### src/rtl/sm83_flags_pkg.sv
// Shared types and flag bit positions for the SM83 flag unit.
// Used by sm83_flags_unit and sm83_flags_stack (optional SM83_FLAGS_ERR_EN feature).
package sm83_flags_pkg;

  // Flag bit positions inside a WORD_SIZE-wide F register image
  function automatic int unsigned z_idx(input int unsigned ws);
    return ws - 1;
  endfunction

  function automatic int unsigned n_idx(input int unsigned ws);
    return ws - 2;
  endfunction

  function automatic int unsigned h_idx(input int unsigned ws);
    return ws - 3;
  endfunction

  function automatic int unsigned c_idx(input int unsigned ws);
    return ws - 4;
  endfunction

  typedef struct packed {
    logic z;
    logic n;
    logic h;
    logic c;
  } flag_ctx_t;

  typedef enum logic [1:0] {
    SEC_SRC_CARRY = 2'b00,
    SEC_SRC_SHIFT = 2'b01,
    SEC_SRC_DAA   = 2'b10,
    SEC_SRC_ZERO  = 2'b11
  } sec_src_e;

endpackage

### src/rtl/sm83_flags_stack.sv
// LIFO of saved flag contexts with push, pop and exchange.
// SM83_FLAGS_ERR_EN adds a sticky overflow/underflow flag.
module sm83_flags_stack
  import sm83_flags_pkg::*;
#(
  parameter int unsigned STACK_DEPTH = 4
) (
  input  logic      i_clk,
  input  logic      i_reset,
  input  logic      i_push,
  input  logic      i_pop,
  input  flag_ctx_t i_ctx,
  output flag_ctx_t o_ctx,
  output logic      o_load,
  output logic      o_empty,
  output logic      o_full
`ifdef SM83_FLAGS_ERR_EN
  ,
  output logic      o_err
`endif
);

  localparam int unsigned SP_W  = $clog2(STACK_DEPTH + 1);
  localparam int unsigned IDX_W = (STACK_DEPTH > 1) ? $clog2(STACK_DEPTH) : 1;

  logic [SP_W-1:0]  r_sp;
  flag_ctx_t        r_mem [STACK_DEPTH];
  logic             w_empty;
  logic             w_full;
  logic             w_xchg;
  logic             w_push;
  logic             w_pop;
  logic [IDX_W-1:0] w_top_idx;
  logic [IDX_W-1:0] w_wr_idx;

  assign w_empty   = (r_sp == '0);
  assign w_full    = (r_sp == SP_W'(STACK_DEPTH));
  // push+pop on an empty stack degrades to a plain push
  assign w_xchg    = i_push & i_pop & ~w_empty;
  assign w_push    = i_push & ~w_xchg & ~w_full;
  assign w_pop     = i_pop & ~i_push & ~w_empty;
  assign w_top_idx = IDX_W'(r_sp - SP_W'(1));
  assign w_wr_idx  = w_xchg ? w_top_idx : IDX_W'(r_sp);

  always_ff @(posedge i_clk) begin
    if (i_reset) begin
      r_sp <= '0;
    end else if (w_push) begin
      r_sp <= r_sp + SP_W'(1);
    end else if (w_pop) begin
      r_sp <= r_sp - SP_W'(1);
    end
  end

  // Contents survive reset; only the pointer is cleared
  always_ff @(posedge i_clk) begin
    if (!i_reset && (w_push || w_xchg)) begin
      r_mem[w_wr_idx] <= i_ctx;
    end
  end

  assign o_ctx   = r_mem[w_top_idx];
  assign o_load  = w_xchg | w_pop;
  assign o_empty = w_empty;
  assign o_full  = w_full;

`ifdef SM83_FLAGS_ERR_EN
  logic r_err;

  always_ff @(posedge i_clk) begin
    if (i_reset) begin
      r_err <= 1'b0;
    end else if ((i_push & ~i_pop & w_full) | (i_pop & ~i_push & w_empty)) begin
      r_err <= 1'b1;
    end
  end

  assign o_err = r_err;
`endif

endmodule

### src/rtl/sm83_flags_unit.sv
// SM83 flag register (Z/N/H/C, DAA and secondary carry) with a hardware flag-context stack.
// Define SM83_FLAGS_ERR_EN to expose the sticky o_stack_err output.
module sm83_flags_unit
  import sm83_flags_pkg::*;
#(
  parameter int unsigned WORD_SIZE   = 8,
  parameter int unsigned STACK_DEPTH = 4
) (
  input  logic                 i_clk,
  input  logic                 i_reset,
  input  logic [WORD_SIZE-1:0] i_din,
  output logic [WORD_SIZE-1:0] o_dout,
  input  logic                 i_flags_bus,
  input  logic                 i_flags_alu,
  input  logic                 i_zero_we,
  input  logic                 i_zero_loop,
  input  logic                 i_half_carry_we,
  input  logic                 i_half_carry_cpl,
  input  logic                 i_daa_carry_we,
  input  logic                 i_neg_we,
  input  logic                 i_neg_set,
  input  logic                 i_neg_clr,
  input  logic                 i_carry_we,
  input  logic                 i_sec_carry_we,
  input  logic                 i_sec_carry_sh,
  input  logic                 i_sec_carry_daa,
  input  logic                 i_sec_carry_sel,
  input  logic                 i_carry_set,
  input  logic                 i_carry_cpl,
  input  logic                 i_zero_in,
  input  logic                 i_carry_in,
  input  logic                 i_shift_out_in,
  input  logic                 i_daa_carry_in,
  input  logic                 i_push,
  input  logic                 i_pop,
  output logic                 o_zero,
  output logic                 o_half_carry,
  output logic                 o_daa_carry,
  output logic                 o_neg,
  output logic                 o_carry,
  output logic                 o_pri_carry,
  output logic                 o_stack_empty,
  output logic                 o_stack_full
`ifdef SM83_FLAGS_ERR_EN
  ,
  output logic                 o_stack_err
`endif
);

  localparam int unsigned ZI = z_idx(WORD_SIZE);
  localparam int unsigned NI = n_idx(WORD_SIZE);
  localparam int unsigned HI = h_idx(WORD_SIZE);
  localparam int unsigned CI = c_idx(WORD_SIZE);

  logic                 r_z;
  logic                 r_n;
  logic                 r_h;
  logic                 r_pri_c;
  logic                 r_daa_c;
  logic                 r_sec_c;
  logic                 w_z_new;
  logic                 w_n_new;
  logic                 w_h_src;
  logic                 w_c_src;
  logic                 w_sec_src;
  logic                 w_load;
  logic                 w_half;
  logic                 w_carry;
  logic                 w_unused_din;
  flag_ctx_t            w_live_ctx;
  flag_ctx_t            w_pop_ctx;
  logic [WORD_SIZE-1:0] w_dout;

  // Flag sources; exactly one of bus/alu is high while any write strobe is active
  assign w_z_new = ((i_flags_bus & i_din[ZI]) | (i_flags_alu & i_zero_in)) & (~i_zero_loop | r_z);
  assign w_n_new = ~i_neg_clr & (i_neg_set | (i_flags_bus & i_din[NI]));
  assign w_h_src = (i_flags_bus & i_din[HI]) | (i_flags_alu & i_carry_in);
  assign w_c_src = (i_flags_bus & i_din[CI]) | (i_flags_alu & i_carry_in);
  assign w_unused_din = ^i_din;

  always_comb begin
    w_sec_src = 1'b0;
    case (sec_src_e'({i_sec_carry_daa, i_sec_carry_sh}))
      SEC_SRC_CARRY: w_sec_src = i_carry_in;
      SEC_SRC_SHIFT: w_sec_src = i_shift_out_in;
      SEC_SRC_DAA:   w_sec_src = i_daa_carry_in;
      SEC_SRC_ZERO:  w_sec_src = 1'b0;
    endcase
  end

  assign w_live_ctx = '{z: r_z, n: r_n, h: r_h, c: r_pri_c};

  sm83_flags_stack #(
    .STACK_DEPTH(STACK_DEPTH)
  ) u_stack (
    .i_clk   (i_clk),
    .i_reset (i_reset),
    .i_push  (i_push),
    .i_pop   (i_pop),
    .i_ctx   (w_live_ctx),
    .o_ctx   (w_pop_ctx),
    .o_load  (w_load),
    .o_empty (o_stack_empty),
    .o_full  (o_stack_full)
`ifdef SM83_FLAGS_ERR_EN
    ,
    .o_err   (o_stack_err)
`endif
  );

  // A restored context overrides the architectural flag strobes
  always_ff @(posedge i_clk) begin
    if (i_reset) begin
      r_z     <= 1'b0;
      r_n     <= 1'b0;
      r_h     <= 1'b0;
      r_pri_c <= 1'b0;
      r_daa_c <= 1'b0;
      r_sec_c <= 1'b0;
    end else begin
      if (w_load) begin
        r_z     <= w_pop_ctx.z;
        r_n     <= w_pop_ctx.n;
        r_h     <= w_pop_ctx.h;
        r_pri_c <= w_pop_ctx.c;
      end else begin
        if (i_zero_we)                      r_z     <= w_z_new;
        if (i_neg_we)                       r_n     <= w_n_new;
        if (i_half_carry_we)                r_h     <= w_h_src;
        if (i_carry_we && !i_sec_carry_we)  r_pri_c <= w_c_src;
      end
      if (i_daa_carry_we) r_daa_c <= w_h_src;
      if (i_sec_carry_we) r_sec_c <= w_sec_src;
    end
  end

  assign w_half  = r_h ^ i_half_carry_cpl;
  assign w_carry = (i_carry_set | (i_sec_carry_sel ? r_sec_c : r_pri_c)) ^ i_carry_cpl;

  always_comb begin
    w_dout     = '0;
    w_dout[ZI] = r_z;
    w_dout[NI] = r_n;
    w_dout[HI] = w_half;
    w_dout[CI] = w_carry;
  end

  assign o_dout       = w_dout;
  assign o_zero       = r_z;
  assign o_neg        = r_n;
  assign o_half_carry = w_half;
  assign o_carry      = w_carry;
  assign o_daa_carry  = r_daa_c;
  assign o_pri_carry  = r_pri_c;

endmodule

### config.mk
export PLATFORM = sky130hd
export DESIGN_NAME = sm83_flags_unit
export DESIGN_NICKNAME = d
export VERILOG_FILES = /design/src/rtl/sm83_flags_pkg.sv /design/src/rtl/sm83_flags_stack.sv /design/src/rtl/sm83_flags_unit.sv
export SDC_FILE = /design/constraint.sdc
export NUM_CORES = 1
export LEC_CHECK = 0
export ABC_AREA = 1
export CAP_MARGIN = 20
export CORE_UTILIZATION = 31
export DETAILED_ROUTE_END_ITERATION = 8
export PLACE_DENSITY = 0.65
export REMOVE_ABC_BUFFERS = 1
export SLEW_MARGIN = 25
export SYNTH_ARGS = -nofsm -noshare
export SYNTH_HDL_FRONTEND = slang
export SYNTH_HIERARCHICAL = 1
export SYNTH_SLANG_ARGS = --single-unit
### constraint.sdc
create_clock -name i_clk -period 2.1 [get_ports i_clk]
set_input_delay 0.42 -clock i_clk [delete_from_list [all_inputs] [get_ports i_clk]]
set_output_delay 0.42 -clock i_clk [all_outputs]
set_load 0.02 [all_outputs]
==> key figures <==
Routing
  – Iter 0 DRT Violations: 41
  – Wire per inst: 10.7 um
  – # DRC: 0
  – Pre-antenna DRT Iters: 4
  – DRT Wirelength: about 2800 um
  – Routed Antenna Nets: 0
  – DR vias/cell: about 4.4
  – Routed vias: 1144

GRT
  – GRT Total Usage: a little over an eighth
  – Global-route wire length before repair: approximately 4600 um
  – Total grt overflow: 0
  – Vias in the first global route: 1056
  – Antenna violations before repair: 0
  – Pin count of the biggest net entering global routing: 15

CTS
  – Root buffer cell: clkbuf_8
  – Clock Sinks: 25
  – Post-CTS setup buffers: 0
  – CTS Buffer Depth: 2
  – CTS Buf Count: 3
  – H-tree levels: 1
  – CTS clk-pin slew, worst paths: 0.08 ns
  – Latest clock arrival within the worst-skew pair: between 0.2 and 0.3 ns
  – CTS tree: yes

Timing
  – Period utilization: about nine tenths
  – Final hold vios: 0
  – Final setup fails: 0
  – Final Max Tran Viols: 0
  – Unrepaired setup endpoints after global routing: false
  – Fmax: 0.541 GHz
  – Setup slack after layout: between 0.2 and 0.3 ns
  – Worst Skew: between 0.006 and 0.007 ns
  – Final min period: 1.85 ns

Power and ir drop
  – Total power divided by cell area: roughly 1000 nW/um2
  – Leak Pwr: between 0.8 and 0.9 nW
  – Worst VDD drop: 0.000364 V
  – Power Total: between 1.5 and 2 mW

Final layout
  – Most frequent cells in the layout: 34 x clkdlybuf4s50_1, 29 x nand2_1, 20 x inv_1
  – Footprint of the multi-input gates: 583 um2
  – Storage element area: 661 um2
  – Post-layout nets: 245
  – Fillers: 427
  – Commonest non-fill, non-tap cell in the layout: clkdlybuf4s50_1
  – Area Overhead vs Synth: 35.4%
  – ANT cells: 0
  – Layout cell share with drive strength beyond 1: 12.0%

Synth
  – Sequential-to-total area share from yosys stat: 47.7%
  – Synth async-reset ratio: 0%
  – Post-synth top area share: 34.7%
  – Post-synthesis cell type count: 24
  – Yosys reg bits: 25
  – Prevailing post-synth register cell: edfxtp_1
  – Post-Syn Area: 1380 um2
  – Synthesized area per cell: 8.44 um2
  – Number of synthesized flops with an enable pin: 16
  – Ys Warns: 6
  – Yosys top cell by area: edfxtp_1
  – Cells after synthesis: ~160
  – Synth top area cells: edfxtp_1 35%, dfxtp_1 13%, nand2_1 7.9%

Die
  – Die area: 4730 um2
  – Io pins: 49
  – Cell Rows: 23
  – Core Box Area: 4140 um2
  – Die Height: between 60 and 70 um
  – Die Wd: 68.8 um
  – Initial Util: 33.4%

Min path
  – WHS Path Cells: 2
  – HP Start: u_stack/r_sp[1]
  – Min-Delay Endpoint: u_stack/r_sp[1]
  – HP Class: reg -> reg

Critical path
  – Setup CP Type: reg -> out
  – R2R depth: 7
  – FF-to-FF Start: u_stack/r_sp[1]
  – Worst Path Required: 1.68 ns
  – R2R Setup Slk: 0.32 ns
  – Worst setup EP type: output port
  – Critical path peak fanout: 4
  – R2r endpoint: u_stack/r_mem[0][0]
  – Worst Path Arrival: 1.43 ns
  – Crit start category: flop

Placed design
  – Final Wtd Congestion: between 0.7 and 0.8
  – Place WS: -0.185 ns
  – Detail Placement HPWL: 2190 um
  – PortBufs: 40

Status
  – Status: finished, final reports clean

Run
  – Max Cap Violations: 0
==> metal layers <==
layer / routed length, um / share of wire [%] / track usage (%)
met1: 1300 / 47 / 17.0
met2: 1310 / 47 / 23.2
met3: 143 / 5.2 / 2.47
met4: 15 / 0.54 / 5.10
met5: 0 / 0 / 0
==> synthesized netlist by cell type, types with 2 or more instances <==
master and number:
nand2_1 29, inv_1 20, nor2_1 19, edfxtp_1 16, o21ai_0 14, nand3_1 10, dfxtp_1 9, a21oi_1 8
buf_4 8, xor2_1 5, nand2_2 4, o22ai_1 4, ha_1 3, o21ai_1 3, inv_2 2, nand3_2 2
==> layout make-up <==
| type | instances | area share [%] |
|---|---|---|
| clock buffer | 3 | 2.20 |
| clock inverter | 1 | 0.267 |
| inverter | 22 | 4.41 |
| multi-input combinational | 110 | 31.1 |
| sequential | 25 | 35.3 |
| tap | 50 | 3.34 |
| timing repair buffer | 47 | 23.4 |
==> kinds of logic (layout without fill, tap and decap cells) <==
logic type | Yosys count | after routing | share of synthesized area [%]
adders and majority gates | 3 | 3 | 2.71
buffers and inverters | 32 | 73 | 10.9
AOI/OAI and AO/OA | 32 | 32 | 13.2
and+or+nand+nor | 66 | 66 | 22.0
xor gates and xnor gates | 5 | 5 | 3.16
other | 1 | 4 | 0.271
DFF | 25 | 25 | 47.7
==> worst max-delay path: stages (launching register included) <==
cell           delay [ns]
dfxtp_1              0.39
inv_1                0.09
ha_1                 0.24
nand2_4              0.11
inv_1                0.04
dlygate4sd2_1        0.31
==> power breakdown <==
| group | internal (mW) | leakage (nW) | switching (mW) | total (mW) |
|---|---|---|---|---|
| logic | 0.393 | 0.569 | 0.566 | 0.959 |
| clock network | 0.132 | 0.0255 | 0.146 | 0.279 |
| registers | 0.651 | 0.223 | 0.0760 | 0.727 |
==> state kept, by name (all words and copies together) (netlist names) <==
| signal | flops |
|---|---|
| o_daa_carry | 1 |
| o_neg | 1 |
| o_pri_carry | 1 |
| o_zero | 1 |
| r_h | 1 |
| r_sec_c | 1 |
| u_stack/r_mem | 16 |
| u_stack/r_sp | 3 |
==> what timing repair did <==
| action | CTS | global route |
|---|---|---|
| hold buffers | 0 | 0 |
| setup endpoints to repair | 6 | 2 |
| resized for setup | 6 | 4 |
==> worst max-delay path by stage <==
stage | to | slack, ns | startpoint
finish | o_stack_empty | 0.25 | u_stack/r_sp[1]
global route | u_stack/r_mem[0][2] | 0.10 | u_stack/r_sp[1]
CTS | o_carry | 0.11 | i_sec_carry_sel
detailed placement | o_carry | -0.18 | i_sec_carry_sel
global placement | o_carry | -0.17 | i_sec_carry_sel
floorplan | u_stack/r_mem[0][0] | 0.16 | u_stack/r_sp[0]
==> stage by stage <==
step | hold WS (ns) | util [%] | TNS [ns] | area [um2] | std cells
floorplan | 0.463 | - | 0 | 1330 | 157
global placement | 0.492 | 44.4 | -0.349 | 1840 | 254
detailed placement | 0.491 | 44.4 | -0.458 | 1840 | 254
CTS | 0.518 | 45.4 | 0 | 1880 | 258
global route | 0.541 | 45.2 | 0 | 1870 | 258
finish | 0.512 | 45.2 | 0 | 1870 | 258
Power figures use the tool's default switching activity.
